<file path="config.mk">
export PLATFORM = sky130hd
export DESIGN_NAME = clk_div_sched_flat
export DESIGN_NICKNAME = d
export VERILOG_FILES = /design/src/rtl/clk_div_pkg.sv /design/src/rtl/clk_div_sched_if.sv /design/src/rtl/clk_div_core.sv /design/src/rtl/clk_div_sched.sv /design/src/flat_wrapper.sv
export SDC_FILE = /design/constraint.sdc
export NUM_CORES = 1
export LEC_CHECK = 0
export CAP_MARGIN = 30
export CORE_ASPECT_RATIO = 1.5
export CORE_MARGIN = 3
export CORE_UTILIZATION = 50
export DETAILED_ROUTE_END_ITERATION = 12
export PLACE_DENSITY = 0.86
export SYNTH_ARGS = -nofsm -noshare
export SYNTH_HDL_FRONTEND = slang
export SYNTH_SLANG_ARGS = --single-unit
</file>
<file path="constraint.sdc">
create_clock -name clk_in -period 2.55 [get_ports clk_in]
set_input_delay 0.765 -clock clk_in [delete_from_list [all_inputs] [get_ports clk_in]]
set_output_delay 0.765 -clock clk_in [all_outputs]
set_load 0.01 [all_outputs]
</file>
<file path="src/rtl/clk_div_pkg.sv">
// ----------------------------------------------------------------------------
// clk_div_pkg
//   Shared types and helpers for the run-time clock divider controller.
//   - state_t    : controller FSM states
//   - *_DFLT     : default parameter values used by the interface and the top
//   - half_count : (n+1)/2 with one extra bit, so n = all-ones cannot overflow
// ----------------------------------------------------------------------------
package clk_div_pkg;

   typedef enum logic [1:0] {
      IDLE,
      RUN,
      PEND,
      STOP
   } state_t;

   localparam int unsigned W_DFLT       = 8;
   localparam int unsigned DEF_DIV_DFLT = 7;
   localparam int unsigned MIN_DIV_DFLT = 2;

   // Number of source cycles the posedge duty register stays high for divisor n.
   // Divisors up to 32 bits are supported; the result carries one extra bit.
   function automatic logic [32:0] half_count(input logic [31:0] n);
      return ({1'b0, n} + 33'd1) >> 1;
   endfunction

endpackage

</file>
<file path="src/rtl/clk_div_sched_if.sv">
// ----------------------------------------------------------------------------
// clk_div_sched_if
//   Control/status bundle between the config logic (master) and the divider
//   controller (slave).
//   en       master->slave  run request (level)
//   div_req  master->slave  divisor-change request (level, held until div_ack)
//   div_val  master->slave  requested divisor
//   div_ack  slave->master  one-cycle completion pulse
//   div_err  slave->master  one-cycle reject pulse, coincident with div_ack
//   busy     slave->master  accepted change waiting for a period boundary
//   cur_div  slave->master  divisor in effect
//   clk_out  slave->master  divided clock
// ----------------------------------------------------------------------------
interface clk_div_sched_if
   import clk_div_pkg::*;
#(
   parameter int unsigned W = W_DFLT
);
   logic         en;
   logic         div_req;
   logic [W-1:0] div_val;
   logic         div_ack;
   logic         div_err;
   logic         busy;
   logic [W-1:0] cur_div;
   logic         clk_out;

   modport master (
      output en, div_req, div_val,
      input  div_ack, div_err, busy, cur_div, clk_out
   );

   modport slave (
      input  en, div_req, div_val,
      output div_ack, div_err, busy, cur_div, clk_out
   );
endinterface

</file>
<file path="src/rtl/clk_div_core.sv">
// ----------------------------------------------------------------------------
// clk_div_core
//   50%-duty integer divider datapath.
//   clk_in   in   source clock
//   reset    in   asynchronous, active-high
//   run      in   1 = count, 0 = hold counter at 0 and force output low
//   div      in   divisor N (>= 2)
//   clk_out  out  divided clock
//   last     out  period boundary flag (cnt == N-1 while running)
//
//   p is registered from the current count, so it lags cnt by one cycle. n is
//   p re-timed on the falling edge; ANDing the two for odd N trims the high
//   phase by half a source cycle, giving exactly N/2 cycles high.
// ----------------------------------------------------------------------------
module clk_div_core
   import clk_div_pkg::*;
#(
   parameter int unsigned W = W_DFLT
) (
   input  logic         clk_in,
   input  logic         reset,
   input  logic         run,
   input  logic [W-1:0] div,
   output logic         clk_out,
   output logic         last
);

   logic [W-1:0] cnt_q, cnt_d;
   logic         p_q, p_d;
   logic         n_q;

   assign last = run && (cnt_q == div - W'(1));

   always_comb begin
      cnt_d = cnt_q + W'(1);
      if (!run || last) begin
         cnt_d = '0;
      end
      p_d = run && (33'(cnt_q) < half_count(32'(div)));
   end

   always_ff @(posedge clk_in or posedge reset) begin
      if (reset) begin
         cnt_q <= '0;
         p_q   <= 1'b0;
      end else begin
         cnt_q <= cnt_d;
         p_q   <= p_d;
      end
   end

   always_ff @(negedge clk_in or posedge reset) begin
      if (reset) begin
         n_q <= 1'b0;
      end else begin
         n_q <= p_q;
      end
   end

   // Divisor only changes at a boundary, where p and n are both low.
   assign clk_out = div[0] ? (p_q & n_q) : p_q;

endmodule

</file>
<file path="src/rtl/clk_div_sched.sv">
// ----------------------------------------------------------------------------
// clk_div_sched
//   Run-time controller for a glitch-free 50%-duty clock divider.
//   clk_in  in     source clock
//   reset   in     asynchronous, active-high
//   bus     slave  en / div_req / div_val in; div_ack / div_err / busy /
//                  cur_div / clk_out out (see clk_div_sched_if)
//
//   Start/stop and divisor changes take effect only on period boundaries.
//   Requests are sampled only while no ack is pulsing and nothing is pending.
//   Illegal divisors (< MIN_DIV) are acked with div_err the next cycle.
// ----------------------------------------------------------------------------
module clk_div_sched
   import clk_div_pkg::*;
#(
   parameter int unsigned W       = W_DFLT,
   parameter int unsigned DEF_DIV = DEF_DIV_DFLT,
   parameter int unsigned MIN_DIV = MIN_DIV_DFLT
) (
   input logic              clk_in,
   input logic              reset,
   clk_div_sched_if.slave   bus
);

   state_t       state_q, state_d;
   logic [W-1:0] cur_div_q, cur_div_d;
   logic [W-1:0] pend_div_q, pend_div_d;
   logic         ack_q, ack_d;
   logic         err_q, err_d;
   logic         run;
   logic         last;
   logic         sample;
   logic         legal;

   assign run    = (state_q != IDLE);
   assign sample = bus.div_req && !ack_q && (state_q != PEND);
   assign legal  = (bus.div_val >= W'(MIN_DIV));

   always_comb begin
      state_d    = state_q;
      cur_div_d  = cur_div_q;
      pend_div_d = pend_div_q;
      ack_d      = 1'b0;
      err_d      = 1'b0;

      if (sample && !legal) begin
         ack_d = 1'b1;
         err_d = 1'b1;
      end

      unique case (state_q)
         IDLE: begin
            // Applied immediately, so a coincident en=1 starts on the new divisor.
            if (sample && legal) begin
               cur_div_d = bus.div_val;
               ack_d     = 1'b1;
            end
            if (bus.en) begin
               state_d = RUN;
            end
         end
         RUN: begin
            if (sample && legal) begin
               pend_div_d = bus.div_val;
               state_d    = PEND;
            end else if (!bus.en) begin
               // Dropping en on the boundary cycle ends the run right there.
               state_d = last ? IDLE : STOP;
            end
         end
         PEND: begin
            if (last) begin
               cur_div_d = pend_div_q;
               ack_d     = 1'b1;
               // The period just ended, so a dropped en means stop now.
               state_d   = bus.en ? RUN : IDLE;
            end
         end
         STOP: begin
            if (sample && legal) begin
               pend_div_d = bus.div_val;
               state_d    = PEND;
            end else if (bus.en) begin
               state_d = RUN;
            end else if (last) begin
               state_d = IDLE;
            end
         end
         default: state_d = IDLE;
      endcase
   end

   always_ff @(posedge clk_in or posedge reset) begin
      if (reset) begin
         state_q    <= IDLE;
         cur_div_q  <= W'(DEF_DIV);
         pend_div_q <= W'(DEF_DIV);
         ack_q      <= 1'b0;
         err_q      <= 1'b0;
      end else begin
         state_q    <= state_d;
         cur_div_q  <= cur_div_d;
         pend_div_q <= pend_div_d;
         ack_q      <= ack_d;
         err_q      <= err_d;
      end
   end

   assign bus.div_ack = ack_q;
   assign bus.div_err = err_q;
   assign bus.busy    = (state_q == PEND);
   assign bus.cur_div = cur_div_q;

   clk_div_core #(
      .W (W)
   ) u_core (
      .clk_in  (clk_in),
      .reset   (reset),
      .run     (run),
      .div     (cur_div_q),
      .clk_out (bus.clk_out),
      .last    (last)
   );

endmodule

</file>
<file path="src/flat_wrapper.sv">
// flat-port wrapper written by rule: the top's interface ports become plain ports
module clk_div_sched_flat import clk_div_pkg::*;
#(
   parameter int unsigned W       = W_DFLT,
   parameter int unsigned DEF_DIV = DEF_DIV_DFLT,
   parameter int unsigned MIN_DIV = MIN_DIV_DFLT
)
  (clk_in, reset, bus_en, bus_div_req, bus_div_val, bus_div_ack, bus_div_err, bus_busy, bus_cur_div, bus_clk_out);
  clk_div_sched_if #(.W(W)) bus_i ();
  input logic clk_in;
  input logic reset;
  input wire logic [$bits(bus_i.en)-1:0] bus_en;
  input wire logic [$bits(bus_i.div_req)-1:0] bus_div_req;
  input wire logic [$bits(bus_i.div_val)-1:0] bus_div_val;
  output wire logic [$bits(bus_i.div_ack)-1:0] bus_div_ack;
  output wire logic [$bits(bus_i.div_err)-1:0] bus_div_err;
  output wire logic [$bits(bus_i.busy)-1:0] bus_busy;
  output wire logic [$bits(bus_i.cur_div)-1:0] bus_cur_div;
  output wire logic [$bits(bus_i.clk_out)-1:0] bus_clk_out;
  assign bus_i.en = bus_en;
  assign bus_i.div_req = bus_div_req;
  assign bus_i.div_val = bus_div_val;
  assign bus_div_ack = bus_i.div_ack;
  assign bus_div_err = bus_i.div_err;
  assign bus_busy = bus_i.busy;
  assign bus_cur_div = bus_i.cur_div;
  assign bus_clk_out = bus_i.clk_out;
  clk_div_sched #(.W(W), .DEF_DIV(DEF_DIV), .MIN_DIV(MIN_DIV)) u_core (.clk_in(clk_in), .reset(reset), .bus(bus_i));
endmodule
</file>
======== After elaboration in Yosys (flattened, before gate mapping) ========
Index checks and enable logic that the tools add are counted.
cells by class
  mux-type cells .......................... 19
  equal/unequal tests ..................... 10
  add/subtract/negate cells ............... 3
  reductions and logical operators ........ 17
  $lt $le $gt $ge ......................... 2
  bitwise logic cells ..................... 1
operator list
  cell                                                                      count
  8-bit 2-to-1 mux                                                          3
  2-bit 2-to-1 mux                                                          8
  8-bit case mux with 2 select lines                                        1
  8-bit by 1-bit adder with 9-bit output (second input constant)            1
  8-bit by 1-bit adder with 8-bit output (second input constant)            1
  8-bit equality test                                                       1
  8-bit by 2-bit >= comparator with 1-bit output (second input constant)    1
  8-bit < comparator                                                        1
  2-bit case mux with 4 select lines                                        1
  8-bit by 1-bit subtractor with 8-bit output (second input constant)       1
  1-bit logical AND                                                         6
  2-bit inequality test (second input constant)                             3
  1-bit 2-to-1 mux                                                          5
  2-bit equality test (second input constant)                               2
  4-bit inequality test (second input constant)                             1
  4-bit AND reduction                                                       1
  2-bit nonzero test                                                        2
  1-bit logical NOT                                                         3
  3-bit inequality test (second input constant)                             1
  3-bit AND reduction                                                       1
  2-bit by 1-bit equality test with 1-bit output (second input constant)    1
  2-bit logical NOT                                                         1
  2-bit by 1-bit inequality test with 1-bit output (second input constant)  1
  1-bit case mux with 2 select lines                                        1
  other kinds (4)                                                           4
storage, ports and cells
  flip-flop bits (word level) ............. 30
  bits of input ports ..................... 12
  output and inout port bits .............. 12

======== Longest topological paths before layout ========
  word-level depth ........................ 7
  depth in mapped cells ................... 11

======== Modules after synthesis ========
Synthesis repeated with hierarchy kept, for this count alone.
unflattened totals
  cells, all modules ...................... 187
  area total of the unflattened synthesis .. 1931.9 um2
modules (own cells, without submodules)
  module         area each (um2)  times used  cells an instance
  clk_div_core   997.2            1           119
  clk_div_sched  934.6            1           68

==> impl_metrics.csv <==
group,metric,value,unit
outcome,status,"finished with violations",
outcome,violations,"setup timing",
cells_and_area,stdcell_count,271,
power_and_ir_drop,seq_power_share,35.6,%
cts,cts_buffers,5,
logic_synthesis,syn_area,1990,um2
critical_path,cp_cell_sequence,"o21a_1, buf_2",
placed_design,hpwl,3.08,mm
logic_synthesis,yosysSeqAreaShare,38.0,%
global_route,grt_pass1_vias,1699,
cells_and_area,seqCellArea,758,um2
timing,fin_skew,9.40,ps
logic_synthesis,synth_enable_flop_cells,0,
drt,postRouteWirelength,4.43,mm
cells_and_area,final_cell_mix,"dfrtp_1, clkdlybuf4s50_1, buf_4",
floorplanning,die-area,4800,um2
placed_design,place_congestion,0.811,
cts,cts_tree,"built",
cts,clk_latency,280,ps
power_and_ir_drop,p_int,1.68,mW
placed_design,dpl.cell_count,259,
cts,clk_path_buf_depth,2,
critical_path,crit_type,"flip-flop to primary output",
critical_path,critPathArrivalTime,2170,ps
drt,ant_nets,0,
placed_design,numPortBuffers,23,
cells_and_area,layout-drive-gt1-share,22.8,%
logic_synthesis,postSynth.asyncResetShare,100,%
critical_path,regToRegStartpoint,"u_core.bus.cur_div[0]",
global_route,grt_pass1_wl,7.80,mm
global_route,antenna_found_initial,0,
cts,cts.sinks,30,
worst_hold_path,hold_path.class,"flip-flop to flip-flop",
cells_and_area,multi_input_area,1140,um2
global_route,use_met2,35.1,%
floorplanning,dieWidth,57.6,um
cells_and_area,syn2layout_area_growth,22.4,%
global_route,grt_most_used_layer,"met2",
floorplanning,rows,27,
timing,setup_viol,1,
critical_path,rrSetupSlack,230,ps
cts,cts_root_buffer,"clkbuf_8",
critical_path,startpoint,"u_core.u_core.n_q",
worst_hold_path,hold_depth,1,
critical_path,worst_path_max_delay_cell,"dfrtn_1",
critical_path,worst_path_largest_cell_delay,320,ps
logic_synthesis,synth.top_cell.area_share,28.9,%
logic_synthesis,netlist_top_cells_area,"dfrtp_1, dfstp_2, ha_1",
logic_synthesis,ys_ff_latch,30,
power_and_ir_drop,clkPwrFrac,13.8,%
floorplanning,dieHeight,83.3,um
drt,avgViaCountPerCell,5.78,
drt,drc,0,
drt,drtIter0Drc,47,
cells_and_area,diodes,0,
drt,dr_total_vias,1566,
logic_synthesis,synth_area_leader_cell,"dfrtp_1",
timing,relSlewSlack,68.7,%
critical_path,cp.required,1790,ps
cells_and_area,layout_commonest_cell,"dfrtp_1",
cells_and_area,nNetsFinal,249,
global_route,use_met1,23.8,%
logic_synthesis,avgSynthCellArea,10.3,um2
timing,grt_setup_unrepaired,"true",
cts,clk_pin_slew,60,ps
power_and_ir_drop,power.leakage,1.02,nW
timing,maxSlewViolCount,0,
critical_path,crit-reg2reg-capture,"u_core.state_q[1]",
timing,whs,501,ps
timing,tightest_slew,466,ps
critical_path,cp-end-kind,"primary output",
logic_synthesis,synth.net_count,215,
critical_path,cp_max_fo,1,
drt,wire_per_inst,16.3,um
logic_synthesis,synth_cell_type_count,45,
global_route,overflow,0,
floorplanning,pin_count,24,
floorplanning,coreArea,3750,um2
cells_and_area,fill_cells,277,
power_and_ir_drop,power_density,1150,nW/um2
worst_hold_path,hold_start,"u_core.pend_div_q[3]",
power_and_ir_drop,peakVddDrop,0.739,mV
logic_synthesis,ys_warn_count,0,
power_and_ir_drop,power_switching,1.12,mW
global_route,grt_usage,20.2,%
critical_path,start_kind,"flip-flop",
power_and_ir_drop,combPwrFrac,50.6,%
critical_path,reg2regPathDepth,8,
logic_synthesis,dominantRegCellSynth,"dfrtp_1",
logic_synthesis,syn-instance-count,193,
timing,worst_slack,-382,ps
flow_run,cap_violations,0,
worst_hold_path,holdPathEnd,"u_core.pend_div_q[3]",
drt,drt-pass1-iter-count,4,
timing,hold_viol,0,
cts,htree_levels,2,
global_route,met3_usage,3.58,%
power_and_ir_drop,swShare,40.0,%
floorplanning,start_util,53.2,%
global_route,grt_max_degree,30,
-- per-stage QoR --
stage | setup TNS (ps) | total power, mW | cell area [um2] | utilization (%) | setup slack, ps
final | -382 | 2.80 | 2440 | 65.1 | -382
after detailed placement | -4000 | 2.38 | 2300 | 61.5 | -483
after floorplan | 0 | 1.95 | 2000 | - | 1.38
after global placement | -3510 | 2.34 | 2300 | 61.5 | -473
after global routing | -431 | 3.02 | 2440 | 65.1 | -423
after CTS | -446 | 2.80 | 2420 | 64.4 | -390
-- power groups by stage --
stage               clock, mW  combinational (mW)  sequential (mW)
global placement            0                1.35            0.983
CTS                     0.394                1.42            0.989
finish                  0.387                1.42            0.996
detailed placement          0                1.39            0.993
global route            0.416                1.57             1.04
floorplan                   0                1.09            0.860
-- worst max-delay path by stage --
stage,end,slack [ps],depth (start not counted)
floorplan,bus_clk_out,1,1
global placement,bus_clk_out,-470,2
detailed placement,bus_clk_out,-480,2
CTS,bus_clk_out,-390,2
global route,bus_clk_out,-420,2
finish,bus_clk_out,-380,2
-- registers in the layout (all words and copies together) (netlist names) --
name,flops
u_core.u_core.cnt_q,8
u_core.bus.cur_div,8
u_core.u_core.n_q,1
u_core.state_q,2
u_core.bus.div_err,1
u_core.pend_div_q,8
u_core.bus.div_ack,1
u_core.u_core.p_q,1
-- logic make-up (layout without fill, tap and decap cells) --
kind of cell / after synthesis / in the layout / synth area share, %
simple gates: 72 / 72 / 22.2
mux: 8 / 8 / 4.52
compound gates: 31 / 31 / 13.1
xor+xnor: 22 / 22 / 9.67
flops: 30 / 30 / 38.0
fa+ha+maj: 10 / 10 / 6.28
buf+inv: 20 / 55 / 6.15
-- area by class of cell --
type	count	share of cell area, %
multi-input combinational	143	46.8
sequential	30	31.1
timing repair buffer	41	15.1
clock buffer	7	3.54
tap	43	2.21
inverter	6	1.08
clock inverter	1	0.205
-- repair_timing --
| action | 4_1_cts | 5_1_grt |
|---|---|---|
| resized for setup | 9 | 1 |
| endpoints found under the setup margin | 2 | 10 |
| pin swaps | 3 | 1 |
| hold endpoints to repair | 0 | 0 |
| hold buffers | 0 | 0 |
| cloned | 1 | 0 |
| setup buffers | 1 | 2 |
-- cells in the mapped netlist (2+ instances only) --
cell type  instances
buf_6              5
nand3_1           11
o311a_1            8
o21ai_0            2
nor3_1             3
nor3b_1            3
ha_1              10
xor2_1            13
nor2_1            15
nand3b_1           9
nand4_1            2
dfrtp_1           23
nand2_1            6
o21a_1             2
xnor2_1            9
a31oi_1            2
nor4_4             2
dfstp_2            6
nand2b_1          10
a21o_1             3
and3_1             2
and2_1             2
mux2_2             8
buf_2              5
clkbuf_1           3
nor2b_1            2
a21oi_1            4
inv_1              6
-- per-layer routing --
metal  vias to the layer above  share of wire (%)  routed length (um)
li1                        755                  -                   -
met1                       772                 41                1800
met2                        28                 54                2400
met3                        11                2.7                 118
met4                         0                2.3                 101
met5                         -                  0                   0
-- worst max-delay path: cells and delay by family (launching register included) --
kind,cells,cell delay [ps]
AO/OA/AOI/OAI,1,160
buffers and inverters,1,130
flip-flops,1,320
No activity file was read; power rests on OpenSTA's default activity.
==> RTL change 1: new RTL, same flow settings <==
`W_DFLT`: 8 -> 10.
--- a/src/rtl/clk_div_pkg.sv
+++ b/src/rtl/clk_div_pkg.sv
@@ -16,3 +16,3 @@
 
-   localparam int unsigned W_DFLT       = 8;
+   localparam int unsigned W_DFLT       = 10;
    localparam int unsigned DEF_DIV_DFLT = 7;
Ports: changed (resized bus_cur_div and bus_div_val); port bits go from 24 to 28. No check against the original RTL was run, so the function may have changed too.
==> RTL change 1 against the original RTL <==
The flow still finishes with violations (setup timing); sequential cell count increased by 6; total power up 37%; wire length grew 84%; worst setup slack got worse by 0.019 ns; combinational power increased by 63%; cell area increased by 35%; area after synthesis up 13%; largest cell class unchanged; largest power group unchanged.
==> RTL change 1: results (changes against the original RTL) <==
[layout]
fin_area_um2=3300  ; +35%
multi_input_cells=178  ; +24%
seqCellArea_um2=910  ; +20%
multi_input_area_share_pct=47.0  ; +0.27 points
n_fill_cell=243  ; -12%
final_cells=347  ; +28%
nClkBuffers=8  ; +1
layout-drive-gt1-share_pct=35.9  ; +13 points
n_all_buffers=66  ; +61%
nets=326  ; +31%

[power_and_ir_drop]
p_leak_nw=1.42  ; +39%
vdd_drop_max_uv=814  ; +10%

[worst_setup_path]
reg2reg_to=u_core.bus.cur_div[2]
cp.arrival_ns=2.19  ; +0.02 ns
r2r_start=u_core.bus.cur_div[1]
r2r_setup_slack_ns=-0.26  ; -0.49 ns

[sta]
fin_ws_ns=-0.401  ; -0.0187 ns
finalSetupViolations=25  ; +24
hold_slack_ns=0.520  ; +0.0187 ns
max_slew_margin_pct=69.3  ; +0.63 points
timing.clock.skew_ns=0.00782  ; -0.00159 ns
tns_ns=-4.33  ; -3.95 ns

[placement]
dpl.hpwl_um=4270  ; +39%
gp_congestion=0.890  ; +9.8%
dpl_cell_area_um2=2840  ; +23%
dp_slack_ns=-0.502  ; -0.0191 ns

[logic_synthesis]
synth-compound-area-share_pct=15.0  ; +1.9 points
synth_xor_area_share_pct=9.71  ; +0.044 points
synthTopCellsByArea=dfrtp_1 (32%), dfstp_2 (7.0%), xnor2_1 (7.0%), ha_1 (6.7%), nor2_1 (5.2%)
synthMuxAreaShare_pct=4.99  ; +0.47 points
syn-num-nets=259  ; +20%
synthAdderAreaFrac_pct=6.66  ; +0.38 points
seq_area_frac_synth_pct=40.3  ; +2.2 points
syn_avg_cell_area_um2=9.68  ; -6.3%
yosys-top-cells-count=nor2_1 (31), dfrtp_1 (29), xnor2_1 (18)

[outcome]
violations=setup timing
outcome=finished with violations

[detailed_routing]
via_count=2270  ; +45%
drtIter0Drc=145  ; +210%
wl_per_cell_um=23.5  ; +44%

[worst_hold_path]
hold-path-endpoint=u_core.pend_div_q[9]
hp-start=u_core.pend_div_q[9]

[clock_network]
cts.clk_slew.worst_paths_ns=0.08  ; +0.02 ns
insertion_delay_ns=0.30  ; +0.02 ns

[grt]
grt_max_degree=36  ; +20%
grt_use_total_pct=30.5  ; +10 points
grt_pass1_wl_um=11900  ; +52%

RTL change 1: timing repair:
action | in CTS | in global routing
cloned | 4 | 1
endpoints found under the hold margin | 0 | 0
pin swaps | 17 | 11
resized for setup | 36 | 22
hold buffers | 0 | 0
buffers inserted | 4 | 2
setup endpoints to repair | 35 | 36
RTL change 1: worst max-delay path by stage:
stage / end / slack (ns) / depth (start not counted)
global placement: bus_clk_out / -0.48 / 2
floorplan: u_core.bus.cur_div[1] / -0.03 / 8
global route: bus_clk_out / -0.43 / 2
finish: bus_clk_out / -0.40 / 2
CTS: bus_clk_out / -0.40 / 2
detailed placement: bus_clk_out / -0.50 / 2
RTL change 1: per-layer routing:
metal	wire, um	GRT usage (%)	vias up
met5	0	0	-
met4	568	22.3	0
met3	533	6.42	45
met2	4320	52.8	140
met1	2740	31.3	1099
li1	-	-	986
RTL change 1: where the power goes:
part	switching, mW	internal [mW]
Combinational	1.20	1.12
Sequential	0.233	0.823
Clock	0.215	0.247
==> RTL change 2: new RTL, same settings <==
Made on the original files. Make the reset (`reset`) synchronous in 3 clocked blocks. Comments in the files are not updated.
--- a/src/rtl/clk_div_core.sv
+++ b/src/rtl/clk_div_core.sv
@@ -41,3 +41,3 @@
 
-   always_ff @(posedge clk_in or posedge reset) begin
+   always_ff @(posedge clk_in) begin
       if (reset) begin
@@ -51,3 +51,3 @@
 
-   always_ff @(negedge clk_in or posedge reset) begin
+   always_ff @(negedge clk_in) begin
       if (reset) begin
--- a/src/rtl/clk_div_sched.sv
+++ b/src/rtl/clk_div_sched.sv
@@ -92,3 +92,3 @@
 
-   always_ff @(posedge clk_in or posedge reset) begin
+   always_ff @(posedge clk_in) begin
       if (reset) begin
Check against the original RTL: not checked (the comparison handles one clock edge and no latches or derived clocks); the edit may change what the design does.
==> RTL change 2 against the original RTL <==
The run still ends with setup timing left; cell area shrank 4.5%; via count grew 7.0%; die area shrank 2.9%; clock skew grew 0.043 ns; register-to-register slack gained 0.03 ns; non-clock buffer count shrank 4; sequential cell count is the same; highest routed layer unchanged; first-iteration DRC count shrank 66%; area after synthesis shrank 3.2%; wire length shrank 9.8%; worst setup slack lost 0.0041 ns.
Power is not compared: it rests on default switching activity, and its combinational part moved more than twofold at a synthesized area within 25%.
==> RTL change 2: results (changes against the original RTL) <==
[logic_synthesis]
postSynth.asyncResetShare_pct=0  ; -100 points
yosys-top-cells-count=dfxtp_1 (30), nand2_1 (21), nor2_1 (19)
syn-num-nets=242  ; +13%
synth.distinct_cells=47  ; +4.4%
synth_cells=220  ; +14%
synth-compound-area-share_pct=13.8  ; +0.69 points
synthMuxAreaShare_pct=6.49  ; +2.0 points
synthTopCellsByArea=dfxtp_1 (31%), ha_1 (6.5%), xnor2_1 (5.4%), xor2_1 (4.5%), nand2_1 (4.1%)
synthAdderAreaFrac_pct=6.49  ; +0.21 points
synth_xor_area_share_pct=9.99  ; +0.32 points
yosys.area.top_type=dfxtp_1
seq_area_frac_synth_pct=31.1  ; -6.9 points

[layout]
n_fill_cell=302  ; +9.0%
final_cells=294  ; +8.5%
layout-drive-gt1-share_pct=14.3  ; -8.5 points
utilization_pct=63.3  ; -1.8 points
nets=272  ; +9.2%

[grt]
grt_max_degree=32  ; +6.7%
grt_pass1_wl_um=7050  ; -9.6%
grt_use_total_pct=19.4  ; -0.88 points
grt_pass1_vias=1566  ; -7.8%

[placement]
dpl_cell_area_um2=2240  ; -2.6%
gp_congestion=0.920  ; +14%
dp_slack_ns=-0.401  ; +0.0827 ns
dpl.hpwl_um=3050  ; -0.98%

[power_and_ir_drop]
p_int_mw=0.900
vdd_drop_max_uv=578

[sta]
tightest_slew_ns=0.460  ; -0.00560 ns
finalSetupViolations=1  ; unchanged
timing.clock.skew_ns=0.0520  ; +0.0426 ns
fin_ws_ns=-0.386  ; -0.00407 ns
tns_ns=-0.386  ; -0.00407 ns
hold_slack_ns=0.458  ; -0.0438 ns

[worst_setup_path]
r2r_setup_slack_ns=0.26  ; +0.03 ns
slowest_delay_ns=0.29  ; -0.03 ns
reg2reg_to=u_core.u_core.cnt_q[4]
critPathSlowestCell=dfxtp_1
r2r_start=u_core.bus.cur_div[1]

[clock_network]
htreeDepth=2  ; unchanged
insertion_delay_ns=0.33  ; +0.05 ns
cts_setup_buffers=0  ; -1
cts.clk_slew.worst_paths_ns=0.06  ; about the same

[worst_hold_path]
hold-path-endpoint=u_core.pend_div_q[3]
min_path_cells=2  ; +1
hp-start=u_core.pend_div_q[3]

[outcome]
violations=setup timing
outcome=finished with violations

[detailed_routing]
drtIter0Drc=16  ; -66%
via_count=1675  ; +7.0%
routed_wl_um=3990  ; -9.8%

RTL change 2: cell types whose count changed after synthesis, moves of 5 or more:
cell	change
dfstp_2	-6
clkbuf_1	+6
mux2_2	-8
dfxtp_1	+30
o311a_1	-8
a21oi_1	+6
nand2b_1	-6
dfrtp_1	-23
mux2i_1	+5
nand2_1	+15
mux2_4	+5
nor2b_1	+6
RTL change 2: area by class of cell:
cell class | count | area share (%)
clock buffer | 6 | 3.11
clock inverter | 3 | 0.537
inverter | 5 | 0.805
multi-input combinational | 170 | 53.1
sequential | 30 | 25.8
tap | 43 | 2.31
timing repair buffer | 37 | 14.3
RTL change 2: metal layers:
metal	GRT usage, %	up-vias	part of all wire [%]
li1	-	828	-
met1	20.7	793	40
met2	33.4	39	52
met3	4.40	15	3.6
met4	13.5	0	5.0
met5	0	-	0
RTL change 2: worst max path at each step:
| stage | startpoint | end | slack, ns | cells after the start |
|---|---|---|---|---|
| 2_1_floorplan | reset | u_core.u_core.n_q | 0.02 | 3 |
| 3_3_place_gp | u_core.u_core.n_q | bus_clk_out | -0.40 | 2 |
| 3_5_place_dp | u_core.u_core.n_q | bus_clk_out | -0.40 | 2 |
| 4_1_cts | u_core.u_core.n_q | bus_clk_out | -0.40 | 2 |
| 5_1_grt | u_core.u_core.n_q | bus_clk_out | -0.43 | 2 |
| 6_report | u_core.u_core.n_q | bus_clk_out | -0.39 | 2 |
RTL change 2: power by group through the flow:
stage	clock network (mW)	registers (mW)	logic [mW]
finish	0.367	0.554	0.388
global route	0.412	0.560	0.429
CTS	0.383	0.554	0.389
detailed placement	0.00491	0.564	0.387
global placement	0.00491	0.562	0.381
floorplan	0.00491	0.550	0.275
RTL change 2: timing repair:
action,CTS,global route
cloned,0,0
gates resized for setup,4,2
pin swaps,0,0
endpoints found under the setup margin,1,4
